<file path="config.mk">
export PLATFORM = sky130hd
export DESIGN_NAME = demux_1_4_4b
export DESIGN_NICKNAME = d
export VERILOG_FILES = /design/src/rtl/demux_1_4_4b_pkg.sv /design/src/rtl/demux_slot_4b.sv /design/src/rtl/mux4_1b.sv /design/src/rtl/demux_1_4_4b.sv
export SDC_FILE = /design/constraint.sdc
export NUM_CORES = 1
export LEC_CHECK = 0
export ABC_AREA = 0
export CORE_UTILIZATION = 40
export DETAILED_ROUTE_END_ITERATION = 8
export PLACE_DENSITY = 0.79
export SYNTH_ARGS = -nofsm -noshare
export SYNTH_HDL_FRONTEND = slang
export SYNTH_SLANG_ARGS = --single-unit
</file>
<file path="constraint.sdc">
create_clock -name clk -period 1.5 [get_ports clk]
set_clock_uncertainty 0.15 [all_clocks]
set_input_delay 0.225 -clock clk [delete_from_list [all_inputs] [get_ports clk]]
set_output_delay 0.225 -clock clk [all_outputs]
set_load 0.02 [all_outputs]
</file>
<file path="src/rtl/demux_1_4_4b_pkg.sv">
// Shared 4-bit datapath constants for the demux and its slot/mux helpers.
// Also holds the one-hot destination decode used by the top.
package demux_1_4_4b_pkg;

    localparam int DATA_WIDTH = 4;
    localparam int DEST_COUNT = 4;
    localparam int SEL_WIDTH  = 2;

    typedef logic [SEL_WIDTH-1:0]  sel_t;
    typedef logic [DEST_COUNT-1:0] dest_mask_t;

    function automatic dest_mask_t decodeSel(input sel_t sel);
        dest_mask_t w_hot;
        w_hot = '0;
        w_hot[sel] = 1'b1;
        return w_hot;
    endfunction

endpackage

</file>
<file path="src/rtl/demux_slot_4b.sv">
// One destination slot: a single-entry holding register with a full flag.
// A load may coincide with an ack, so the slot refills without a bubble.
module demux_slot_4b
    import demux_1_4_4b_pkg::*;
#(
    parameter int WIDTH = DATA_WIDTH
)
(
    input  logic             clk,
    input  logic             rst_n,
    input  logic             i_load,
    input  logic [WIDTH-1:0] i_data,
    input  logic             i_ack,
    output logic             o_full,
    output logic [WIDTH-1:0] o_data,
    output logic             o_ready
);

    logic             r_full;
    logic [WIDTH-1:0] r_data;

    // Load wins over drain; an ack on an empty slot simply falls through.
    always_ff @(posedge clk) begin
        if (!rst_n) begin
            r_full <= 1'b0;
            r_data <= '0;
        end else if (i_load) begin
            r_full <= 1'b1;
            r_data <= i_data;
        end else if (r_full && i_ack) begin
            r_full <= 1'b0;
        end
    end

    assign o_ready = ~r_full | i_ack;
    assign o_full  = r_full;
    assign o_data  = r_data;

endmodule

</file>
<file path="src/rtl/mux4_1b.sv">
// Plain 4:1 single-bit multiplexer.
module mux4_1b
    import demux_1_4_4b_pkg::*;
(
    input  logic [3:0] i_data,
    input  sel_t       i_sel,
    output logic       o_data
);

    always_comb begin
        o_data = 1'b0;
        case (i_sel)
            2'd0:    o_data = i_data[0];
            2'd1:    o_data = i_data[1];
            2'd2:    o_data = i_data[2];
            default: o_data = i_data[3];
        endcase
    end

endmodule

</file>
<file path="src/rtl/demux_1_4_4b.sv">
// 1-to-4 demultiplexer with a one-word holding slot per destination.
// The top decodes the select, picks the addressed slot's ready and fans out loads.
module demux_1_4_4b
    import demux_1_4_4b_pkg::*;
#(
    parameter int WIDTH    = DATA_WIDTH,
    parameter int NUM_DEST = DEST_COUNT
)
(
    input  logic             clk,
    input  logic             rst_n,
    input  logic [WIDTH-1:0] in_data,
    input  logic [1:0]       in_sel,
    input  logic             in_valid,
    output logic             in_ready,
    output logic [WIDTH-1:0] out_data0,
    output logic [WIDTH-1:0] out_data1,
    output logic [WIDTH-1:0] out_data2,
    output logic [WIDTH-1:0] out_data3,
    output logic [3:0]       out_valid,
    input  logic [3:0]       out_ack,
    output logic             busy
);

    logic [NUM_DEST-1:0] w_selHot;
    logic [NUM_DEST-1:0] w_load;
    logic [NUM_DEST-1:0] w_slotFull;
    logic [NUM_DEST-1:0] w_slotReady;
    logic [WIDTH-1:0]    w_slotData [NUM_DEST];
    logic                w_accept;

    assign w_selHot = decodeSel(in_sel);
    assign w_accept = in_valid & in_ready;
    assign w_load   = w_selHot & {NUM_DEST{w_accept}};

    genvar gi;
    generate
        for (gi = 0; gi < NUM_DEST; gi++) begin : g_slot
            demux_slot_4b #(.WIDTH(WIDTH)) u_slot (
                .clk     (clk),
                .rst_n   (rst_n),
                .i_load  (w_load[gi]),
                .i_data  (in_data),
                .i_ack   (out_ack[gi]),
                .o_full  (w_slotFull[gi]),
                .o_data  (w_slotData[gi]),
                .o_ready (w_slotReady[gi])
            );
        end
    endgenerate

    // Ready depends only on the addressed slot, never on in_valid.
    mux4_1b u_readyMux (
        .i_data (w_slotReady),
        .i_sel  (in_sel),
        .o_data (in_ready)
    );

    assign out_data0 = w_slotData[0];
    assign out_data1 = w_slotData[1];
    assign out_data2 = w_slotData[2];
    assign out_data3 = w_slotData[3];
    assign out_valid = w_slotFull;
    assign busy      = |w_slotFull;

endmodule

</file>
==> impl_metrics.csv, run 1 <==
group,metric,value,unit
min_path,whs_endpoint,"g_slot[0].u_slot.o_full$_SDFFE_PN0P_",
global_route,grt_use_total,0.183,
setup_path,rr_worst_depth,4,
power_and_ir_drop,switching_share,0.246,
drt,drt-total-wl,1850,um
clock_network,htreeDepth,1,
synthesis,synth_cell_type_count,19,
power_and_ir_drop,p_seq_frac,0.538,
synthesis,ys.flop_type,"dfxtp_1",
drt,wire_per_inst,12.2,um
setup_path,r2r_end,"g_slot[1].u_slot.o_data[1]$_SDFFE_PN0P_",
drt,dr_total_vias,712,
power_and_ir_drop,combPwrFrac,0.167,
drt,drc,0,
clock_network,clkLatencyLatePin,300,ps
power_and_ir_drop,p_sw,0.258,mW
synthesis,syn_avg_cell_area,10.3,um^2
synthesis,synthTopCellsByCount,"22 x nand2_1, 20 x dfxtp_1, 16 x mux2i_1, 5 x buf_4, 4 x nand2b_1",
power_and_ir_drop,p_per_area,814,nW/um^2
power_and_ir_drop,p_leak,0.612,nW
setup_path,worstReg2RegStart,"g_slot[1].u_slot.o_full$_SDFFE_PN0P_",
place,detailed_place_hpwl,1390,um
setup_path,crit_type,"reg -> out",
finish,drive_gt1_frac,0.248,
synthesis,yosysSeqAreaShare,0.471,
power_and_ir_drop,power.share.clock,0.295,
synthesis,netlist.area_leader.share,0.471,
outcome,violations,"setup timing",
run,maxCapViolCount,0,
min_path,hold_path.class,"in -> reg",
synthesis,synth_area_leaders,"dfxtp_1 47%, mux2i_1 19%, nand2_1 9.7%",
synthesis,synth_warnings,0,
finish,layout.nets,139,
timing,drv_slew,0,
setup_path,worstPathArrival,1350,ps
power_and_ir_drop,p_int,0.788,mW
global_route,grt_pass1_wl,2910,um
floorplanning,core,1980,um^2
finish,areaGrowthSynthToFinish,50.9,%
place,place.gp.congestion,0.779,
synthesis,syn_nets,96,
floorplanning,io_pins,35,
finish,fin_area,1280,um^2
drt,viasPerCell,4.68,
timing,setup_ws,-225,ps
clock_network,cts_sinks,20,
drt,drtPass1Iterations,3,
floorplanning,die_area,2320,um^2
timing,fin_crit_sh,1.15,
timing,setup_viol,2,
setup_path,end_kind,"primary output",
outcome,outcome,"finished, violations left",
clock_network,clock-root-buffer,"clkbuf_4",
floorplanning,die_w,48.1,um
setup_path,rrSetupSlack,140,ps
floorplanning,initial_core_util,0.429,
finish,final_core_util,0.648,
global_route,antenna_found_initial,0,
synthesis,yosysMostFrequentCell,"nand2_1",
synthesis,netlist_area,851,um^2
timing,maxSlewHeadroom,0.795,
timing,post-route-min-period,1730,ps
setup_path,crit_required,1120,ps
synthesis,ys_seq_elements,20,
timing,max_freq,580,MHz
timing,rsz0062_at_grt,"yes",
place,place_area,1240,um^2
global_route,overflow,0,
synthesis,synth-edff-count,0,
setup_path,crit_path_start_kind,"flip-flop",
synthesis,synth_cells,83,
drt,ant_nets,0,
power_and_ir_drop,peakVddDrop,0.000583,V
floorplanning,rows,16,
clock_network,cts_tree,"built",
min_path,hold_path_depth,4,
synthesis,async_reset_ff_frac,0,
global_route,grt_max_degree,12,
floorplanning,die_h,48.1,um
min_path,hold_start,"out_ack[0]",
clock_network,cts-buffers-inserted,3,
place,io_buffers,34,
global_route,first_global_vias,666,
clock_network,cts_buffer_depth,2,
finish,fillers,168,
place,pre_cts_ws,-665,ps
place,dp.cells,146,
synthesis,synth_largest_area_cell,"dfxtp_1",
clock_network,path_clk_slew,110,ps
finish,antennaDiodeCount,0,
timing,finalHoldViolCount,0,
setup_path,cp_max_fo,3,
timing,tightest_slew,306,ps
power_and_ir_drop,total_power,1.05,mW
finish,final_cells,152,
drt,drt_iter0_markers,8,
-- worst max-delay path: stages, from the launching register on --
cell and delay [ps]:
dfxtp_2 370, nand2b_4 60, mux4_2 470, buf_6 150
-- routing by layer --
metal	GRT usage	wire length, um	vias up
met5	0	0	-
met2	0.305	909	29
met4	0.0833	18	0
met1	0.228	802	320
met3	0.0370	123	4
li1	-	-	359
-- sequential cells by signal, indices dropped and copies added (netlist names) --
signal	cells
g_slot.u_slot.o_data	16
g_slot.u_slot.o_full	4
-- worst max path at each step --
stage / cells after the start / start / endpoint / slack, ps
finish: 3 / g_slot[3].u_slot.o_full$_SDFFE_PN0P_ / in_ready / -230
CTS: 3 / g_slot[3].u_slot.o_full$_SDFFE_PN0P_ / in_ready / -240
global placement: 4 / out_ack[3] / in_ready / -640
detailed placement: 4 / out_ack[0] / in_ready / -670
floorplan: 2 / g_slot[0].u_slot.o_full$_SDFFE_PN0P_ / in_ready / 190
global route: 3 / g_slot[3].u_slot.o_full$_SDFFE_PN0P_ / in_ready / -280
-- placed cells by master (no fill, tap or decap), drive strengths merged, types with 3 or more instances in the layout --
cell type      netlist  routed
nand2               22      22
mux2i               16      16
nor2b                3       3
buf                  7      14
dlygate4sd2          0      23
clkdlybuf4s50        0       7
nand2b               4       4
a21boi               3       3
dfxtp               20      20
clkbuf               1       5
-- per-stage QoR --
| step | setup TNS (ps) | hold WS (ps) |
|---|---|---|
| 2_1_floorplan | 0 | 222 |
| 3_3_place_gp | -2910 | 295 |
| 3_5_place_dp | -3350 | 303 |
| 4_1_cts | -453 | 267 |
| 5_1_grt | -557 | 297 |
| 6_report | -423 | 277 |
-- power by group through the flow --
stage          registers [mW]  clock network [mW]  logic [mW]
2_1_floorplan           0.590                   0      0.0754
3_3_place_gp            0.572                   0       0.187
3_5_place_dp            0.572                   0       0.190
4_1_cts                 0.562               0.320       0.174
5_1_grt                 0.565               0.346       0.190
6_report                0.562               0.309       0.175
-- area by class of cell --
cell class	instances	area, um^2	share of cell area
Multi-Input combinational cell	55	415	0.324
Tap cell	27	33.8	0.0263
Sequential cell	20	405	0.316
Clock buffer	4	36.3	0.0283
Timing Repair Buffer	46	393	0.306
-- what timing repair did --
item,4_1_cts,5_1_grt
hold buffers,0,0
resized for setup,41,4
endpoints found under the setup margin,22,4
buffers inserted,0,2
-- logic make-up (layout without fill, tap and decap cells) --
group	Yosys count	in the layout	synth area share
multiplexers	17	17	0.215
AND/OR/NAND/NOR	34	34	0.212
buffers and inverters	8	50	0.0676
AO/OA/AOI/OAI	4	4	0.0353
flip-flops	20	20	0.471
(Power assumes the default switching activity.)
==> inputs of run 2 (changes only) <==
--- a/config.mk
+++ b/config.mk
@@ -6,6 +6,7 @@
 export NUM_CORES = 1
 export LEC_CHECK = 0
 export ABC_AREA = 0
+export CORE_MARGIN = 2
 export CORE_UTILIZATION = 40
 export DETAILED_ROUTE_END_ITERATION = 8
 export PLACE_DENSITY = 0.79
==> impl_metrics.csv, run 2 (synthesized netlist as in run 1, its figures left out) <==
group,metric,value,unit
timing,hold_ws,282,ps
clock_network,cts_buffer_depth,2,
outcome,violations,"setup timing",
setup_path,crit_path_start_kind,"flip-flop",
power_and_ir_drop,peakVddDrop,0.000759,V
drt,drc,0,
floorplanning,rows,16,
setup_path,worstReg2RegStart,"g_slot[1].u_slot.o_full$_SDFFE_PN0P_",
finish,layout.nets,139,
setup_path,rrSetupSlack,110,ps
timing,setup_viol,2,
setup_path,worstPathArrival,1360,ps
finish,antennaDiodeCount,0,
setup_path,crit_type,"reg -> out",
clock_network,cts-buffers-inserted,3,
floorplanning,die_area,2510,um^2
place,io_buffers,34,
global_route,grt_pass1_wl,3240,um
finish,areaGrowthSynthToFinish,52.8,%
finish,fillers,164,
timing,post-route-min-period,1730,ps
setup_path,end_kind,"primary output",
finish,drive_gt1_frac,0.248,
timing,max_freq,577,MHz
finish,final_core_util,0.656,
finish,final_cell_mix,"24 x dlygate4sd2_1, 22 x nand2_1, 16 x mux2i_1, 16 x dfxtp_1, 12 x buf_4",
drt,wire_per_inst,12.9,um
global_route,first_global_vias,723,
timing,tightest_slew,304,ps
clock_network,path_clk_slew,110,ps
drt,viasPerCell,4.63,
min_path,hold_path.class,"in -> reg",
finish,largest_reg_flops,16,
global_route,overflow,0,
timing,tns,-453,ps
timing,setup_ws,-232,ps
floorplanning,die_h,50.1,um
place,place.gp.congestion,0.744,
global_route,grt_max_degree,13,
clock_network,cts_tree,"built",
setup_path,crit_path_max_incr_delay,490,ps
min_path,whs_endpoint,"g_slot[1].u_slot.o_full$_SDFFE_PN0P_",
timing,fin_crit_sh,1.15,
timing,rsz0062_at_grt,"yes",
setup_path,crit_required,1120,ps
power_and_ir_drop,p_leak,0.617,nW
timing,drv_slew,0,
floorplanning,core,1980,um^2
clock_network,clkLatencyLatePin,290,ps
min_path,hold_path_depth,3,
clock_network,cts_sinks,20,
global_route,grt_use_total,0.170,
drt,drt_iter0_markers,2,
finish,final_common_cell,"dlygate4sd2_1",
power_and_ir_drop,total_power,1.05,mW
floorplanning,initial_core_util,0.429,
power_and_ir_drop,p_per_area,806,nW/um^2
timing,finalHoldViolCount,0,
drt,drtPass1Iterations,2,
floorplanning,io_pins,35,
finish,multi_input_area,419,um^2
place,pre_cts_ws,-694,ps
place,detailed_place_hpwl,1450,um
clock_network,htreeDepth,1,
drt,drt-total-wl,1960,um
finish,seqCellArea,408,um^2
drt,ant_nets,0,
setup_path,r2r_end,"g_slot[1].u_slot.o_data[2]$_SDFFE_PN0P_",
timing,maxSlewHeadroom,0.797,
min_path,hold_start,"out_ack[1]",
floorplanning,die_w,50.1,um
global_route,antenna_found_initial,0,
setup_path,cp_max_fo,3,
setup_path,crit_chain,"nand2b_4, mux4_2, buf_6",
clock_network,clock-root-buffer,"clkbuf_4",
drt,dr_total_vias,703,
setup_path,rr_worst_depth,4,
outcome,outcome,"finished, violations left",
run,maxCapViolCount,0,
setup_path,crit_path_top_delay_cell,"mux4_2",
[run 2: changes by cell type in the layout (fill, tap and decap cells not counted)]
cell	previous run	this run
buf_6	1	2
dfxtp_4	0	1
or4_1	1	0
dlygate4sd2_1	23	24
or4_4	0	1
clkbuf_2	1	0
buf_2	1	0
dfxtp_2	4	3
[run 2: how the worst max path moves through the flow]
stage                                               from        to  slack [ps]  cells after the start
global placement                               in_sel[0]  in_ready        -640                      3
global route        g_slot[3].u_slot.o_full$_SDFFE_PN0P_  in_ready        -270                      3
floorplan           g_slot[0].u_slot.o_full$_SDFFE_PN0P_  in_ready         190                      2
finish              g_slot[3].u_slot.o_full$_SDFFE_PN0P_  in_ready        -230                      3
CTS                 g_slot[3].u_slot.o_full$_SDFFE_PN0P_  in_ready        -230                      3
detailed placement                            out_ack[3]  in_ready        -690                      4
[run 2: routing by layer]
layer  wire length (um)  share of wire  global-route usage
met1                851           0.43               0.203
met3                141          0.072              0.0424
met5                  0              0                   0
met4                  0              0              0.0417
met2                968           0.49               0.300
[run 2: final cells by class]
cell class / instances / share of cell area
tap: 27 / 0.0260
clock buffer: 4 / 0.0279
sequential: 20 / 0.314
multi-input combinational: 55 / 0.322
timing repair buffer: 46 / 0.310
[run 2: what timing repair did]
action                                  4_1_cts  5_1_grt
hold buffers                                  0        0
resized for setup                            41        6
buffers inserted                              2        0
endpoints found under the setup margin       22        4
endpoints found under the hold margin         0        0
[run 2: metrics by stage]
| stage | cell area [um^2] | std cells |
|---|---|---|
| global placement | 1240 | 146 |
| global route | 1300 | 152 |
| floorplan | 851 | 83 |
| CTS | 1280 | 152 |
| finish | 1300 | 152 |
| detailed placement | 1240 | 146 |
[run 2: worst max-delay path: cells and delay by family, from the launching register on]
family | cells | cell delay [ps]
mux | 1 | 490
flops | 1 | 370
simple gates | 1 | 60
buf+inv | 1 | 150
[run 2: where the power goes]
group | switching (mW) | internal [mW]
sequential | 0.0113 | 0.550
clock | 0.156 | 0.148
combinational | 0.0883 | 0.0952
total | 0.256 | 0.793
==> inputs of run 3 (changes only) <==
--- a/config.mk
+++ b/config.mk
@@ -6,6 +6,7 @@
 export NUM_CORES = 1
 export LEC_CHECK = 0
 export ABC_AREA = 0
+export CAP_MARGIN = 15
 export CORE_MARGIN = 2
 export CORE_UTILIZATION = 40
 export DETAILED_ROUTE_END_ITERATION = 8
==> results of run 3 <==
No change in the layout: final DEF, timing and power equal those of run 2.
